$ cat config.mk
export PLATFORM = sky130hd
export DESIGN_NAME = mod_sram_arbiter_flat
export DESIGN_NICKNAME = d
export VERILOG_FILES = /design/src/rtl/mod_sram_arbiter_if.sv /design/src/rtl/mod_sram_arbiter.sv /design/src/flat_wrapper.sv
export SDC_FILE = /design/constraint.sdc
export NUM_CORES = 1
export LEC_CHECK = 0
export ABC_CLOCK_PERIOD_IN_PS = 1600
export BUFFER_PORTS_ARGS = -buffer_cell sky130_fd_sc_hd__buf_2
export CAP_MARGIN = 25
export CORE_MARGIN = 3
export CORE_UTILIZATION = 43
export DETAILED_ROUTE_END_ITERATION = 10
export PLACE_DENSITY = 0.77
export RECOVER_POWER = 50
export REMOVE_ABC_BUFFERS = 1
export SLEW_MARGIN = 5
export SYNTH_ARGS = -nofsm -noshare
export SYNTH_HDL_FRONTEND = slang
export SYNTH_SLANG_ARGS = --single-unit
export TNS_END_PERCENT = 50
$ cat constraint.sdc
create_clock -name clk -period 1.6 [get_ports clk]
set_input_delay 0.08 -clock clk [delete_from_list [all_inputs] [get_ports clk]]
set_output_delay 0.08 -clock clk [all_outputs]
set_load 0.01 [all_outputs]
$ cat src/rtl/mod_sram_arbiter_if.sv
// Bus bundle between the I/D/V requesters, the arbiter and the SRAM controller.
// The arbiter takes the slave view; the requester/controller side takes master.
interface mod_sram_arbiter_if #(
  parameter int ADDR_W = 32,
  parameter int DATA_W = 32
);
  logic              i_req;
  logic [ADDR_W-1:0] i_addr;
  logic [DATA_W-1:0] i_rdata;
  logic              i_ack;

  logic              d_req;
  logic              d_we;
  logic [ADDR_W-1:0] d_addr;
  logic [DATA_W-1:0] d_wdata;
  logic [DATA_W-1:0] d_rdata;
  logic              d_ack;

  logic              v_req;
  logic [ADDR_W-1:0] v_addr;
  logic [DATA_W-1:0] v_rdata;
  logic              v_ack;

  logic              m_req;
  logic              m_we;
  logic [ADDR_W-1:0] m_addr;
  logic [DATA_W-1:0] m_wdata;
  logic [DATA_W-1:0] m_rdata;
  logic              m_done;

  logic [1:0]        grant;

  modport slave (
    input  i_req, i_addr, d_req, d_we, d_addr, d_wdata, v_req, v_addr,
           m_rdata, m_done,
    output i_rdata, i_ack, d_rdata, d_ack, v_rdata, v_ack,
           m_req, m_we, m_addr, m_wdata, grant
  );

  modport master (
    output i_req, i_addr, d_req, d_we, d_addr, d_wdata, v_req, v_addr,
           m_rdata, m_done,
    input  i_rdata, i_ack, d_rdata, d_ack, v_rdata, v_ack,
           m_req, m_we, m_addr, m_wdata, grant
  );
endinterface

$ cat src/rtl/mod_sram_arbiter.sv
// Three-way SRAM port arbiter: D > I > V fixed priority, with VGA aging
// so frame fetches are promoted after VGA_MAX_WAIT cycles of waiting.
module mod_sram_arbiter #(
  parameter int ADDR_W       = 32,
  parameter int DATA_W       = 32,
  parameter int VGA_MAX_WAIT = 8
) (
  input  logic                 clk,
  input  logic                 rst,
  mod_sram_arbiter_if.slave    bus
);

  localparam int VW_W = $clog2(VGA_MAX_WAIT + 1);
  localparam logic [VW_W-1:0] VMAX = VW_W'(VGA_MAX_WAIT);

  typedef enum logic [1:0] {IDLE, BUSY, RESP} state_t;
  typedef enum logic [1:0] {OWN_NONE = 2'b00, OWN_I = 2'b01,
                            OWN_D = 2'b10, OWN_V = 2'b11} owner_t;

  state_t            state;
  owner_t            owner;
  owner_t            win;
  logic [VW_W-1:0]   vwait;

  logic              m_req_q, m_we_q;
  logic [ADDR_W-1:0] m_addr_q;
  logic [DATA_W-1:0] m_wdata_q;
  logic [DATA_W-1:0] i_rdata_q, d_rdata_q, v_rdata_q;
  logic              i_ack_q, d_ack_q, v_ack_q;

  always_comb begin
    win = OWN_NONE;
    if (bus.v_req && (vwait >= VMAX)) win = OWN_V;
    else if (bus.d_req)               win = OWN_D;
    else if (bus.i_req)               win = OWN_I;
    else if (bus.v_req)               win = OWN_V;
  end

  always_ff @(posedge clk or negedge rst) begin
    if (!rst) begin
      state     <= IDLE;
      owner     <= OWN_NONE;
      vwait     <= '0;
      m_req_q   <= 1'b0;
      m_we_q    <= 1'b0;
      m_addr_q  <= '0;
      m_wdata_q <= '0;
      i_rdata_q <= '0;
      d_rdata_q <= '0;
      v_rdata_q <= '0;
      i_ack_q   <= 1'b0;
      d_ack_q   <= 1'b0;
      v_ack_q   <= 1'b0;
    end else begin
      i_ack_q <= 1'b0;
      d_ack_q <= 1'b0;
      v_ack_q <= 1'b0;

      // Counter is zero while V owns the port, so holding it there is a no-op.
      if (!bus.v_req)
        vwait <= '0;
      else if (state == IDLE && win == OWN_V)
        vwait <= '0;
      else if (owner != OWN_V && vwait != VMAX)
        vwait <= vwait + 1'b1;

      case (state)
        IDLE: begin
          if (win != OWN_NONE) begin
            owner   <= win;
            state   <= BUSY;
            m_req_q <= 1'b1;
            case (win)
              OWN_D: begin
                m_addr_q  <= bus.d_addr;
                m_wdata_q <= bus.d_wdata;
                m_we_q    <= bus.d_we;
              end
              OWN_I: begin
                m_addr_q  <= bus.i_addr;
                m_wdata_q <= '0;
                m_we_q    <= 1'b0;
              end
              OWN_V: begin
                m_addr_q  <= bus.v_addr;
                m_wdata_q <= '0;
                m_we_q    <= 1'b0;
              end
              default: ;
            endcase
          end
        end
        BUSY: begin
          if (bus.m_done) begin
            m_req_q <= 1'b0;
            m_we_q  <= 1'b0;
            state   <= RESP;
            case (owner)
              OWN_I: begin
                i_rdata_q <= bus.m_rdata;
                i_ack_q   <= 1'b1;
              end
              OWN_D: begin
                if (!m_we_q) d_rdata_q <= bus.m_rdata;
                d_ack_q <= 1'b1;
              end
              OWN_V: begin
                v_rdata_q <= bus.m_rdata;
                v_ack_q   <= 1'b1;
              end
              default: ;
            endcase
          end
        end
        RESP: begin
          state <= IDLE;
          owner <= OWN_NONE;
        end
        default: begin
          state <= IDLE;
          owner <= OWN_NONE;
        end
      endcase
    end
  end

  assign bus.m_req   = m_req_q;
  assign bus.m_we    = m_we_q;
  assign bus.m_addr  = m_addr_q;
  assign bus.m_wdata = m_wdata_q;
  assign bus.i_rdata = i_rdata_q;
  assign bus.d_rdata = d_rdata_q;
  assign bus.v_rdata = v_rdata_q;
  assign bus.i_ack   = i_ack_q;
  assign bus.d_ack   = d_ack_q;
  assign bus.v_ack   = v_ack_q;
  assign bus.grant   = owner;

endmodule

$ cat src/flat_wrapper.sv
// flat-port wrapper written by rule: the top's interface ports become plain ports
module mod_sram_arbiter_flat 
#(
  parameter int ADDR_W       = 32,
  parameter int DATA_W       = 32,
  parameter int VGA_MAX_WAIT = 8
)
  (clk, rst, bus_i_req, bus_i_addr, bus_d_req, bus_d_we, bus_d_addr, bus_d_wdata, bus_v_req, bus_v_addr, bus_m_rdata, bus_m_done, bus_i_rdata, bus_i_ack, bus_d_rdata, bus_d_ack, bus_v_rdata, bus_v_ack, bus_m_req, bus_m_we, bus_m_addr, bus_m_wdata, bus_grant);
  mod_sram_arbiter_if #(.ADDR_W(ADDR_W), .DATA_W(DATA_W)) bus_i ();
  input  logic clk;
  input  logic rst;
  input wire logic [$bits(bus_i.i_req)-1:0] bus_i_req;
  input wire logic [$bits(bus_i.i_addr)-1:0] bus_i_addr;
  input wire logic [$bits(bus_i.d_req)-1:0] bus_d_req;
  input wire logic [$bits(bus_i.d_we)-1:0] bus_d_we;
  input wire logic [$bits(bus_i.d_addr)-1:0] bus_d_addr;
  input wire logic [$bits(bus_i.d_wdata)-1:0] bus_d_wdata;
  input wire logic [$bits(bus_i.v_req)-1:0] bus_v_req;
  input wire logic [$bits(bus_i.v_addr)-1:0] bus_v_addr;
  input wire logic [$bits(bus_i.m_rdata)-1:0] bus_m_rdata;
  input wire logic [$bits(bus_i.m_done)-1:0] bus_m_done;
  output wire logic [$bits(bus_i.i_rdata)-1:0] bus_i_rdata;
  output wire logic [$bits(bus_i.i_ack)-1:0] bus_i_ack;
  output wire logic [$bits(bus_i.d_rdata)-1:0] bus_d_rdata;
  output wire logic [$bits(bus_i.d_ack)-1:0] bus_d_ack;
  output wire logic [$bits(bus_i.v_rdata)-1:0] bus_v_rdata;
  output wire logic [$bits(bus_i.v_ack)-1:0] bus_v_ack;
  output wire logic [$bits(bus_i.m_req)-1:0] bus_m_req;
  output wire logic [$bits(bus_i.m_we)-1:0] bus_m_we;
  output wire logic [$bits(bus_i.m_addr)-1:0] bus_m_addr;
  output wire logic [$bits(bus_i.m_wdata)-1:0] bus_m_wdata;
  output wire logic [$bits(bus_i.grant)-1:0] bus_grant;
  assign bus_i.i_req = bus_i_req;
  assign bus_i.i_addr = bus_i_addr;
  assign bus_i.d_req = bus_d_req;
  assign bus_i.d_we = bus_d_we;
  assign bus_i.d_addr = bus_d_addr;
  assign bus_i.d_wdata = bus_d_wdata;
  assign bus_i.v_req = bus_v_req;
  assign bus_i.v_addr = bus_v_addr;
  assign bus_i.m_rdata = bus_m_rdata;
  assign bus_i.m_done = bus_m_done;
  assign bus_i_rdata = bus_i.i_rdata;
  assign bus_i_ack = bus_i.i_ack;
  assign bus_d_rdata = bus_i.d_rdata;
  assign bus_d_ack = bus_i.d_ack;
  assign bus_v_rdata = bus_i.v_rdata;
  assign bus_v_ack = bus_i.v_ack;
  assign bus_m_req = bus_i.m_req;
  assign bus_m_we = bus_i.m_we;
  assign bus_m_addr = bus_i.m_addr;
  assign bus_m_wdata = bus_i.m_wdata;
  assign bus_grant = bus_i.grant;
  mod_sram_arbiter #(.ADDR_W(ADDR_W), .DATA_W(DATA_W), .VGA_MAX_WAIT(VGA_MAX_WAIT)) u_core (.clk(clk), .rst(rst), .bus(bus_i));
endmodule
==> results.rst <==
.. list-table::
   :header-rows: 1

   * - Metric
     - Value
   * - Power spent charging and discharging nets
     - between 6 and 7 mW
   * - Share of the clock period used by the worst path after layout
     - 104%
   * - DIE AREA
     - approximately 0.019 mm2
   * - Proportion of total power due to net switching
     - between 30% and 40%
   * - Synthesis-to-finish area growth
     - 47.9%
   * - Violated checks
     - negative setup slack
   * - Kind of cell with the highest combined delay on the critical path
     - simple AND/OR/NAND/NOR gates
   * - Rows
     - 47
   * - Root buffer cell
     - clkbuf_16
   * - Core footprint
     - around 0.017 mm2
   * - Critical path required time
     - 1.90 ns
   * - Yosys Warn Count
     - 0
   * - Max-slew headroom at the worst pin
     - 25.4%
   * - Final setup skew
     - between 0.01 and 0.015 ns
   * - HP Class
     - in -> reg
   * - Number of hold-slack violations in the final timing report
     - 0
   * - Proportion of power drawn by combinational gates
     - between 30% and 40%
   * - Net count reported at finish
     - roughly 1100
   * - Final count of negative-setup-slack endpoints
     - 55
   * - Slew of the pin with the lowest slew margin
     - approximately 1.1 ns
   * - Final critical-path required period
     - between 1.5 and 2 ns
   * - Critical path's slowest cell
     - dfrtp_1
   * - Count of state elements after synthesis
     - 173
   * - Global-route wire length before repair
     - between 30000 and 40000 um
   * - Leading cell type in the layout, fill and taps excluded
     - buf_2
   * - Largest stage delay on the critical path
     - 0.42 ns
   * - Setup repair after global routing missed its margin
     - true
   * - Share of layout cells above drive strength 1
     - 50.2%
   * - Synth async-reset ratio
     - between 90% and 100%
   * - Number of placed I/O pins
     - between 300 and 400
   * - Aggregate global-route resource usage
     - 22.6%
   * - Buf+Inv Stages, Crit Path
     - 2
   * - Commonest register cell after synthesis
     - dfrtp_1
   * - Clock transition time at the flip-flop clock pins of the worst setup and hold paths
     - 0.07 ns
   * - Clock latency at the later pin of the worst-skew pair
     - 0.42 ns
   * - Highest achievable clock rate
     - between 500 and 600 MHz
   * - Fraction of the yosys area taken by sequential cells
     - between 50% and 60%
   * - Worst Slack Setup Final
     - -0.0700 ns
   * - Run status
     - finished with violations
   * - Kind of end point of the critical path
     - flop
   * - Max Slew Vio Count
     - 0
   * - Cell type contributing the most total cell area after synthesis
     - dfrtp_1
   * - Worst vdd ir
     - 0.00111 V
   * - Mean cell area of the mapped netlist
     - 14.0 um2
   * - Vias per cell
     - between 5 and 6
   * - DRT iter0 DRCs
     - 274
   * - Width of the die
     - approximately 140 um
   * - CTS sink count
     - 173
   * - Number of buffer cells added on primary ports
     - roughly 330
   * - Total power density per cell area
     - around 1800 mW/mm2
   * - Total global routing overflow
     - 0
   * - Die height
     - 138 um
   * - Hold slack
     - ~0.011 ns
   * - CTS Buf Count
     - 17
   * - Stages on the worst setup path
     - 5
   * - Register share of total power
     - a little under two fifths
   * - Cell area after synthesis
     - ~0.0075 mm2
   * - Number of cells after detailed placement
     - around 1100
   * - Maximum capacitance violations
     - 0
   * - Number of synthesized flops with an enable pin
     - 0
   * - Data arrival time of the critical path
     - 1.97 ns
   * - Cell-by-cell listing of the critical path
     - nand3b_4 > nor3b_4 > buf_6 > clkbuf_16 > mux2_2
   * - Number of global-route vias before repair
     - 6674
   * - Clock H-tree levels
     - 4
   * - Layout filler cell count
     - 1233
   * - Routed via count
     - approximately 6300
   * - Maximum number of pins on one net before global-route repair
     - 50
   * - Clk network pwr share
     - 21.9%
   * - Total leakage power
     - ~5.5 nW
   * - Longest Clk Path Bufs
     - 2
   * - Antenna violations before repair
     - 0
   * - Leading cell types by total area after synthesis
     - dfrtp_1 (58%), mux2_2 (14%), mux2_4 (6.0%)
   * - Type of the worst setup path
     - reg -> reg
   * - Category of the worst setup path launch point
     - flop
   * - HPWL reported at the end of detailed placement
     - between 10000 and 15000 um
   * - Area share of the largest cell type after synthesis
     - 57.7%
   * - Worst hold path depth
     - 3
   * - Average routed wire per standard cell
     - between 15 and 20 um
   * - Number of antenna diodes
     - 0
   * - Remaining routing DRC violations
     - 0
   * - Global placement routability congestion
     - 0.872
   * - Number of cell instances on the worst register-to-register path
     - 5
   * - Cells after synthesis
     - 537
   * - Routed Wire Length
     - between 20000 and 25000 um
   * - Commonest cells after routing, fill and taps aside
     - buf_2 (293), dfrtp_1 (173), mux2_2 (86), dlygate4sd3_1 (85), clkbuf_1 (40)
   * - Cell-internal power
     - approximately 13 mW
   * - Number of iterations in the first detailed-routing pass
     - 5
   * - Effective utilization at floorplan
     - 44.6%
   * - Top fanout value on the critical path
     - 13
   * - Post-Layout Cell Count
     - 1196
   * - Final ANT Viol Nets
     - 0
   * - Number of distinct library cell variants in the gate-level netlist after synthesis
     - 36
   * - TritonCTS clock tree
     - built
## worst min-delay path, cell delays in order
cell,delay (ns)
buf_2,0.10
a32oi_1,0.06
a31oi_1,0.15
## metal layers
| layer | track usage, % | vias up | part of all wire, % |
|---|---|---|---|
| met5 | 0 | - | 0 |
| met4 | 11.3 | 0 | 4.5 |
| met3 | 5.25 | 72 | 5.5 |
| met2 | 40.1 | 268 | 52 |
| met1 | 25.6 | 3059 | 38 |
| li1 | - | 2872 | - |
## stage by stage
step           area [um2]  utilization, %  worst slack (ns)  power [mW]  TNS [ns]
2_1_floorplan        7250               -            -0.755        11.7    -82.71
3_3_place_gp         9540            56.7          -0.00823        15.0    -0.103
3_5_place_dp         9540            56.7           -0.0533        15.2     -1.47
4_1_cts             11000            65.5           -0.0445        19.8     -1.37
5_1_grt             11100            66.0            -0.119        20.9    -11.90
6_report            11100            66.0           -0.0700        19.8     -2.54
## final timing paths
check / slack, ns / from / end
worst max register to register: -0.07 / u_core.state[1] / u_core.bus.i_rdata[19]
worst min register to register: 0.48 / u_core.bus.m_req / u_core.bus.m_req
worst min-delay path: 0.01 / bus_d_addr[0] / u_core.bus.m_addr[0]
min in group asynchronous: 0.42 / rst / u_core.bus.v_rdata[21]
worst max-delay path: -0.07 / u_core.state[1] / u_core.bus.i_rdata[19]
max in group asynchronous: 0.15 / rst / u_core.bus.m_addr[10]
## cell usage after synthesis, types with 2 or more instances
cell type	instances
o221ai_1	29
inv_1	7
nand2b_1	4
nand2_1	11
a31oi_1	4
a22o_1	32
mux2_4	30
xnor2_1	2
nor3b_4	2
nand3_1	2
ha_1	2
clkbuf_1	19
nor2_1	15
dfrtp_1	173
a32oi_1	4
mux2_2	95
o2bb2ai_1	29
buf_4	3
and3_1	4
o21ai_0	5
a21oi_1	33
buf_2	16
buf_12	3
## layout make-up
cell class	instances	area (um2)	area share (%)
flip-flops and latches	173	4330	39.0
multi-input cells	314	2960	26.6
repair buffers	450	2890	26.1
clock buffers	19	443	3.99
well taps	220	275	2.48
clock inverters	13	176	1.59
inverters	7	26.3	0.237
## power by group through the flow
stage	Combinational [mW]	Clock, mW	Sequential, mW
3_3_place_gp	7.45	0	7.51
5_1_grt	8.40	4.61	7.87
4_1_cts	7.82	4.42	7.53
6_report	7.86	4.33	7.59
3_5_place_dp	7.66	0	7.54
2_1_floorplan	3.17	0	8.50
## what timing repair did
item / CTS / global route
gates resized for setup: 2 / 12
hold buffers: 85 / 0
buffers inserted: 0 / 4
cloned: 0 / 3
endpoints found under the hold margin: 277 / 0
endpoints found under the setup margin: 83 / 93
## cell families (layout without fill, tap and decap cells)
family | Yosys count | in the layout | share of synthesized area, %
and+or+nand+nor | 43 | 43 | 3.20
muxes | 125 | 125 | 20.3
adders and majority gates | 2 | 2 | 0.334
DFF | 173 | 173 | 57.7
xor gates and xnor gates | 3 | 3 | 0.350
buffers and inverters | 50 | 489 | 3.67
AOI/OAI and AO/OA | 141 | 141 | 14.5
## state kept, by name (all words and copies together), names as in the netlist
name	cells
u_core.bus.v_rdata	32
u_core.bus.m_wdata	32
u_core.bus.grant	2
u_core.bus.d_ack	1
u_core.bus.d_rdata	32
u_core.bus.i_ack	1
u_core.bus.v_ack	1
u_core.bus.m_we	1
u_core.vwait	4
u_core.bus.m_req	1
u_core.bus.i_rdata	32
u_core.bus.m_addr	32
u_core.state	2
(Power assumes the default switching activity.)
